===== config.mk =====
export PLATFORM = sky130hd
export DESIGN_NAME = fifo_burst_reader
export DESIGN_NICKNAME = d
export VERILOG_FILES = /design/src/rtl/fifo_burst_reader.sv
export SDC_FILE = /design/constraint.sdc
export NUM_CORES = 1
export LEC_CHECK = 0
export ABC_CLOCK_PERIOD_IN_PS = 2600
export CORE_UTILIZATION = 35
export CTS_CLUSTER_SIZE = 8
export DETAILED_ROUTE_END_ITERATION = 7
export PLACE_DENSITY_LB_ADDON = 0.15
export SLEW_MARGIN = 10
export SYNTH_ARGS = -nofsm -noshare
export SYNTH_HDL_FRONTEND = slang
export SYNTH_SLANG_ARGS = --single-unit

===== constraint.sdc =====
create_clock -name read_clock -period 2.6 [get_ports read_clock]
set_input_delay 0.52 -clock read_clock [delete_from_list [all_inputs] [get_ports read_clock]]
set_output_delay 0.52 -clock read_clock [all_outputs]
set_load 0.05 [all_outputs]

===== src/rtl/fifo_burst_reader.sv =====
// fifo_burst_reader: read-side burst controller for the async FIFO, streaming bursts through a 2-entry skid buffer.
// Optional feature macro: FIFO_BURST_READER_TIMEOUT_EN starts a partial burst after TIMEOUT idle cycles with data.
module fifo_burst_reader #(
    parameter int DWIDTH    = 32,
    parameter int AWIDTH    = 9,
    parameter int BURST_LEN = 16,
    parameter int TIMEOUT   = 256
) (
    input  logic              read_clock,
    input  logic              reset_n,
    input  logic              fifo_empty,
    input  logic [AWIDTH-1:0] fifo_depth,
    input  logic [DWIDTH-1:0] fifo_read_data,
    output logic              fifo_read_enable,
    output logic              fifo_flush,
    input  logic              flush_req,
    output logic              m_valid,
    output logic [DWIDTH-1:0] m_data,
    output logic              m_last,
    input  logic              m_ready,
    output logic              busy
);

    typedef enum logic [1:0] {IDLE, BURST, WAIT_OUT, FLUSH} state_t;

    state_t            r_state;
    state_t            w_next_state;
    logic [AWIDTH-1:0] r_remaining;
    logic [DWIDTH-1:0] r_buf0_data;
    logic [DWIDTH-1:0] r_buf1_data;
    logic              r_buf0_last;
    logic              r_buf1_last;
    logic [1:0]        r_buf_cnt;
    logic              r_inflight;
    logic              r_inflight_last;

    logic              w_pop;
    logic              w_clear;
    logic              w_full_ready;
    logic              w_start_full;
    logic              w_start_timeout;
    logic              w_last_read;
    logic [1:0]        w_cnt_after_pop;
    logic [2:0]        w_occupancy;

    assign w_pop           = m_valid && m_ready;
    assign w_clear         = flush_req || (r_state == FLUSH);
    assign w_full_ready    = (fifo_depth >= AWIDTH'(BURST_LEN));
    assign w_start_full    = (r_state == IDLE) && w_full_ready;
    assign w_cnt_after_pop = r_buf_cnt - {1'b0, w_pop};
    // Buffered words plus the word still coming out of the FIFO, after this cycle's pop.
    assign w_occupancy     = {1'b0, r_buf_cnt} + {2'b00, r_inflight} - {2'b00, w_pop};
    assign w_last_read     = fifo_read_enable && (r_remaining == AWIDTH'(1));

    assign m_valid = (r_buf_cnt != 2'd0);
    assign m_data  = m_valid ? r_buf0_data : '0;
    assign m_last  = m_valid && r_buf0_last;

`ifdef FIFO_BURST_READER_TIMEOUT_EN
    localparam int TW = (TIMEOUT > 1) ? $clog2(TIMEOUT) : 1;

    logic [TW-1:0] r_timer;

    assign w_start_timeout = (r_state == IDLE) && !w_full_ready &&
                             (r_timer == TW'(TIMEOUT - 1)) && (fifo_depth != '0);

    // Counts idle cycles with data waiting; saturates at TIMEOUT-1.
    always_ff @(posedge read_clock or negedge reset_n) begin
        if (!reset_n) begin
            r_timer <= '0;
        end else if (w_clear || (r_state != IDLE) || fifo_empty || w_start_full || w_start_timeout) begin
            r_timer <= '0;
        end else if (r_timer != TW'(TIMEOUT - 1)) begin
            r_timer <= r_timer + TW'(1);
        end
    end
`else
    logic w_unused_timeout;

    assign w_start_timeout  = 1'b0;
    assign w_unused_timeout = (TIMEOUT != 0);
`endif

    always_comb begin
        w_next_state     = r_state;
        fifo_read_enable = 1'b0;
        fifo_flush       = 1'b0;
        busy             = (r_state != IDLE);
        case (r_state)
            IDLE: begin
                if (w_start_full || w_start_timeout)
                    w_next_state = BURST;
            end
            BURST: begin
                fifo_read_enable = !fifo_empty && (r_remaining != '0) && (w_occupancy < 3'd2);
                if (fifo_read_enable && (r_remaining == AWIDTH'(1)))
                    w_next_state = WAIT_OUT;
            end
            WAIT_OUT: begin
                if (w_pop && m_last)
                    w_next_state = IDLE;
            end
            FLUSH: begin
                fifo_flush   = 1'b1;
                w_next_state = IDLE;
            end
            default: w_next_state = IDLE;
        endcase
        if (flush_req)
            w_next_state = FLUSH;
    end

    always_ff @(posedge read_clock or negedge reset_n) begin
        if (!reset_n) begin
            r_state     <= IDLE;
            r_remaining <= '0;
        end else begin
            r_state <= w_next_state;
            if (w_clear)
                r_remaining <= '0;
            else if (w_start_full)
                r_remaining <= AWIDTH'(BURST_LEN);
            else if (w_start_timeout)
                r_remaining <= fifo_depth;
            else if (fifo_read_enable)
                r_remaining <= r_remaining - AWIDTH'(1);
        end
    end

    // Entry 0 is the head; the word landing from the FIFO goes into the first free slot after any pop.
    always_ff @(posedge read_clock or negedge reset_n) begin
        if (!reset_n) begin
            r_buf0_data     <= '0;
            r_buf1_data     <= '0;
            r_buf0_last     <= 1'b0;
            r_buf1_last     <= 1'b0;
            r_buf_cnt       <= 2'd0;
            r_inflight      <= 1'b0;
            r_inflight_last <= 1'b0;
        end else if (w_clear) begin
            r_buf0_last     <= 1'b0;
            r_buf1_last     <= 1'b0;
            r_buf_cnt       <= 2'd0;
            r_inflight      <= 1'b0;
            r_inflight_last <= 1'b0;
        end else begin
            if (w_pop) begin
                r_buf0_data <= r_buf1_data;
                r_buf0_last <= r_buf1_last;
                r_buf1_last <= 1'b0;
            end
            if (r_inflight) begin
                if (w_cnt_after_pop == 2'd0) begin
                    r_buf0_data <= fifo_read_data;
                    r_buf0_last <= r_inflight_last;
                end else begin
                    r_buf1_data <= fifo_read_data;
                    r_buf1_last <= r_inflight_last;
                end
            end
            r_buf_cnt       <= w_cnt_after_pop + {1'b0, r_inflight};
            r_inflight      <= fifo_read_enable;
            r_inflight_last <= w_last_read;
        end
    end

endmodule

======== Yosys cells after proc, flatten, opt, wreduce, memory -nomap -nowiden ========
Cells that the tools add are included.
storage, ports and cells
  bits in registers ....................... 81
  output and inout port bits .............. 37
  word-level logic and storage cells ...... 68
operators by class
  add/sub/neg operators ................... 5
  $lt $le $gt $ge ......................... 2
  equal/unequal tests ..................... 7
  muxes and demuxes ....................... 25
  bitwise logic cells ..................... 2
  reduce and logical (&&, ||, !) cells .... 18
operator list
  kind                                                 count
  2-to-1 mux 32 bit                                    4
  2-to-1 mux 9 bit                                     3
  2-to-1 mux 1 bit                                     12
  2-to-1 mux 2 bit                                     5
  == test 9 x 1 -> 1 bit, second input constant        1
  >= comparator 9 x 5 -> 1 bit, second input constant  1
  inequality test 3 bit, second input constant         3
  nonzero test 9 bit                                   1
  subtractor 9 x 1 -> 9 bit, second input constant     1
  logical AND 1 bit                                    8
  case mux 2 bit (4 select lines)                      1
  AND reduction 3 bit                                  2
  == test 2 bit, second input constant                 2
  zero test 2 bit                                      2
  nonzero test 2 bit                                   2
  adder 2 x 1 -> 3 bit                                 1
  < comparator 3 x 2 -> 1 bit, second input constant   1
  nonzero test 3 bit                                   1
  subtractor 3 x 1 -> 3 bit                            1
  adder 2 x 1 -> 2 bit                                 1
  == test 2 x 1 -> 1 bit, second input constant        1
  NOT 1 bit                                            2
  subtractor 2 x 1 -> 2 bit                            1
  zero test 1 bit                                      1
  logical OR 1 bit                                     1

======== Logic depth before layout (Yosys ltp) ========
  depth in word-level cells ............... 9
  gate-level depth with buffers ........... 9
  gate-level depth less buffers ........... 7

======== Worst setup path before layout ========
No wires, ideal clock.
  path type ............................... register -> output
  start point ............................. register r_buf_cnt[1]
  end point ............................... output port fifo_read_enable
  arrival time ............................ 2713 ps
  data required time ...................... 2080 ps
  setup slack ............................. -633 ps
  cell stages (with the launch flop) ...... 7
  buffers on the path ..................... 0
  cell sequence ........................... dfrtp_1 -> o21ai_0 -> nor2_1 -> fa_1 -> xor2_1 -> or4b_4 -> nor2_1
on the way
  cells in the longest elaborated chain, start to end .. 6
  elaborated cells between the ends (all ways) .. 7
  those cells by class .................... add/sub (2); order compare (1); mux (1); reduce/logical (3)
ends and longest elaborated chain
  item                                                          RTL line  source
  start: declaration                                            33        logic [1:0] r_buf_cnt;
  start signal: assignment                                      161       r_buf_cnt <= w_cnt_after_pop + {1'b0, r_inflight};
  branches (longest 2 deep; another with adder 2 x 1 -> 3 bit)  -
  subtractor 3 x 1 -> 3 bit *                                   52        assign w_occupancy = {1'b0, r_buf_cnt} + {2'b00, r_inflight} - {2'b00, w_pop};
  < comparator 3 x 2 -> 1 bit *                                 95        fifo_read_enable = !fifo_empty && (r_remaining != '0) && (w_occupancy < 3'd2);
  logical AND 1 bit *                                           95
  2-to-1 mux 1 bit *                                            89        case (r_state)
  end: declaration                                              14        output logic fifo_read_enable,
Every way passes the cells marked *.

======== Worst setup path in the final report ========
  start point ............................. register r_buf_cnt[0]
  end point ............................... output port fifo_read_enable
Same word-level chain as after synthesis.

==> run_results.csv <==
group,metric,value,unit
synthesis,ys_seq_area_share,52.7,%
drt,drtIter0Drc,163,
timing,finClkSkew,0.0105,ns
clock_tree,cts_buffers,9,
drt,routed_wl,9520,um
final_layout,drive_gt1_share,30.0,%
synthesis,postSynthNetCount,389,
synthesis,ys_types,46,
floorplan,core_area,10500,sq um
floorplan,num_rows,37,
power,p_per_area,681,nW/um^2
clock_tree,cts_max_level,3,
synthesis,synthArstFlopShare,100,%
final_layout,fin_nets,491,
clock_tree,cts_buffer_depth,2,
grt,grt_overflow_total,0,
outcome,failed_checks,"negative setup slack",
timing,fin_tns_setup,-0.259,ns
synthesis,yosys.area_share.simple,13.6,%
placed_design,place_hpwl,6310,um
synthesis,yosys-top-cells-count,"dfrtp_1, nor2b_1, o22ai_1",
timing,slew_violations,0,
critical_path,worst-setup-path-type,"reg2out",
drt,drc,0,
outcome,status,"finished, violations left",
synthesis,synth_top_family_by_area,"compound AO/OA/AOI/OAI gates",
clock_tree,clk_latency,0.34,ns
critical_path,endpoint_kind,"output port",
timing,fin_crit,2.86,ns
grt,grt_usage,17.7,%
grt,grt_pass1_wl,15700,um
synthesis,synth.area.mux_share,9.62,%
power,leakagePower,0.00236,uW
floorplan,start_util,36.6,%
grt,grt_max_degree,40,
timing,relSlewSlack,59.7,%
timing,finalHoldViolations,0,
power,ir_worst_vdd,0.368,mV
synthesis,synthXorXnorAreaFrac,0.910,%
placed_design,finalWeightedCongestion,0.788,
critical_path,critPathBufInv,1,
timing,finalCritPeriodShare,110,%
final_layout,diodes,0,
clock_tree,clock-root-buffer,"clkbuf_8",
critical_path,path_cells,"o21ai_4, nor2_2, fa_2, nand2b_1, or4b_4, nor2_4, buf_12",
drt,routedWlPerCell,16.4,um
timing,setup_viol,1,
drt,vias,3047,
floorplan,dieHeight,107,um
synthesis,avgSynthCellArea,11.4,sq um
synthesis,yosysTopAreaCell,"dfrtp_1",
grt,grt_antenna_before_repair,0,
clock_tree,clock-sinks,81,
flow_run,cap_violations,0,
floorplan,dieArea,11400,sq um
timing,worst_pin_slew,0.599,ns
min_path,hold_class,"in2async",
synthesis,synth_seq_cells,81,
critical_path,critical_path.max_stage_delay,0.51,ns
synthesis,synth_top_area_share,52.7,%
timing,timing.fmax,350,MHz
synthesis,synth.area.top_cells,"dfrtp_1, mux2_2, a2bb2oi_1",
synthesis,synth.most_common_cell,"dfrtp_1",
critical_path,arrival,2.34,ns
critical_path,cp_top_family,"simple AND/OR/NAND/NOR gates",
critical_path,crit_required,2.08,ns
placed_design,io_buffers,78,
timing,worst_slack,-0.259,ns
clock_tree,clk_pin_slew,0.09,ns
floorplan,io_pins,83,
critical_path,start_kind,"flop",
floorplan,die_w,107,um
synthesis,synthCells,337,
critical_path,cp_max_fo,2,
final_layout,syn2layout_area_growth,35.0,%
power,total_power,3540,uW
synthesis,syn_area,3850,sq um
synthesis,ys_warn_count,0,
drt,drt.antenna.violating_nets,0,
clock_tree,cts_tree,"built",
synthesis,synth_compound_area_share,17.4,%
critical_path,cp_slowest_cell,"fa_2",
synthesis,post_synth_fa_ha_maj_area_fraction,2.15,%
synthesis,synthFlopType,"dfrtp_1",
drt,viasPerCell,5.25,
drt,first_pass_iters,4,
grt,first_global_vias,3079,
synthesis,synth-edff-count,0,
timing,rsz0062_at_grt,"true",
metrics by stage:
stage               worst slack [ns]  cells  area [sq um]  hold WS [ns]  utilization [%]
floorplan                    -0.0595    337          3870         0.224                -
global placement              -0.554    562          4990         0.464             47.5
detailed placement            -0.577    562          4990         0.461             47.5
CTS                           -0.278    580          5190        0.0753             49.4
global route                  -0.342    580          5190        0.0857             49.4
finish                        -0.259    580          5190        0.0787             49.4
final cells by class:
class	instances	area [sq um]
inverter	11	41.3
fill	988	5310
timing repair buffer	113	1050
clock buffer	9	124
multi-input combinational	223	1730
clock inverter	7	55.1
tap	136	170
sequential	81	2030
layout by cell type (no fill, tap or decap), types with 5 or more instances in the layout:
cell type and count:
dfrtp_1 80, buf_4 63, clkdlybuf4s50_1 41, nor2b_1 33
o22ai_1 33, a2bb2oi_1 32, mux2_2 31, nor2_1 11
inv_1 11, clkbuf_8 9, buf_12 7, nand2_1 6
nand4_1 6, nand3_1 5, o211ai_1 5, ha_1 5
where the power goes:
group	total, uW	internal, uW	switching [uW]
registers	1710	1550	160
logic	993	522	471
clock network	836	353	482
total	3540	2430	1110
path summary, 6_finish.rpt:
| path | startpoint | endpoint | slack, ns | cells after the start |
|---|---|---|---|---|
| worst max-delay path | r_buf_cnt[0] | fifo_read_enable | -0.26 | 7 |
| worst min register to register | r_buf1_data[7] | r_buf1_data[7] | 0.50 | 1 |
| worst max register to register | r_buf_cnt[0] | r_remaining[4] | 0.03 | 8 |
| worst min-delay path | reset_n | r_remaining[0] | 0.08 | 1 |
| max in group asynchronous | reset_n | r_buf0_data[0] | 1.94 | 2 |
| min in group read_clock | r_buf1_data[7] | r_buf1_data[7] | 0.50 | 1 |
sequential cells by signal, indices dropped and copies added, names as in the netlist, 2 cells and up:
signal       count
r_remaining      9
r_buf0_data     32
r_buf_cnt        2
r_buf1_data     32
r_state          2
kinds of logic after synthesis:
group | Yosys count
adders and majority gates | 6
muxes | 33
AOI/OAI and AO/OA | 91
DFF | 81
xor gates and xnor gates | 4
and+or+nand+nor | 89
buffers and inverters | 33
routing by layer:
metal / global-route usage (%) / vias to the layer above / share of wire [%]
met1: 24.9 / 1505 / 49
li1: - / 1470 / -
met2: 28.5 / 61 / 46
met3: 2.25 / 11 / 3.8
met4: 5.09 / 0 / 1.2
met5: 0 / - / 0
worst register-to-register path: stages (launching register included):
cell	delay, ns
dfrtp_1	0.42
o21ai_4	0.17
nor2_2	0.06
fa_2	0.51
nand2b_1	0.07
or4b_4	0.51
buf_4	0.16
or4b_1	0.45
a31oi_1	0.14
timing repair:
action                                  CTS  global route
pin swaps                                 8             0
endpoints found under the setup margin    8             7
hold buffers                              0             0
resized for setup                         5             0
buffers inserted                          2             0
Power figures use the tool's default switching activity.
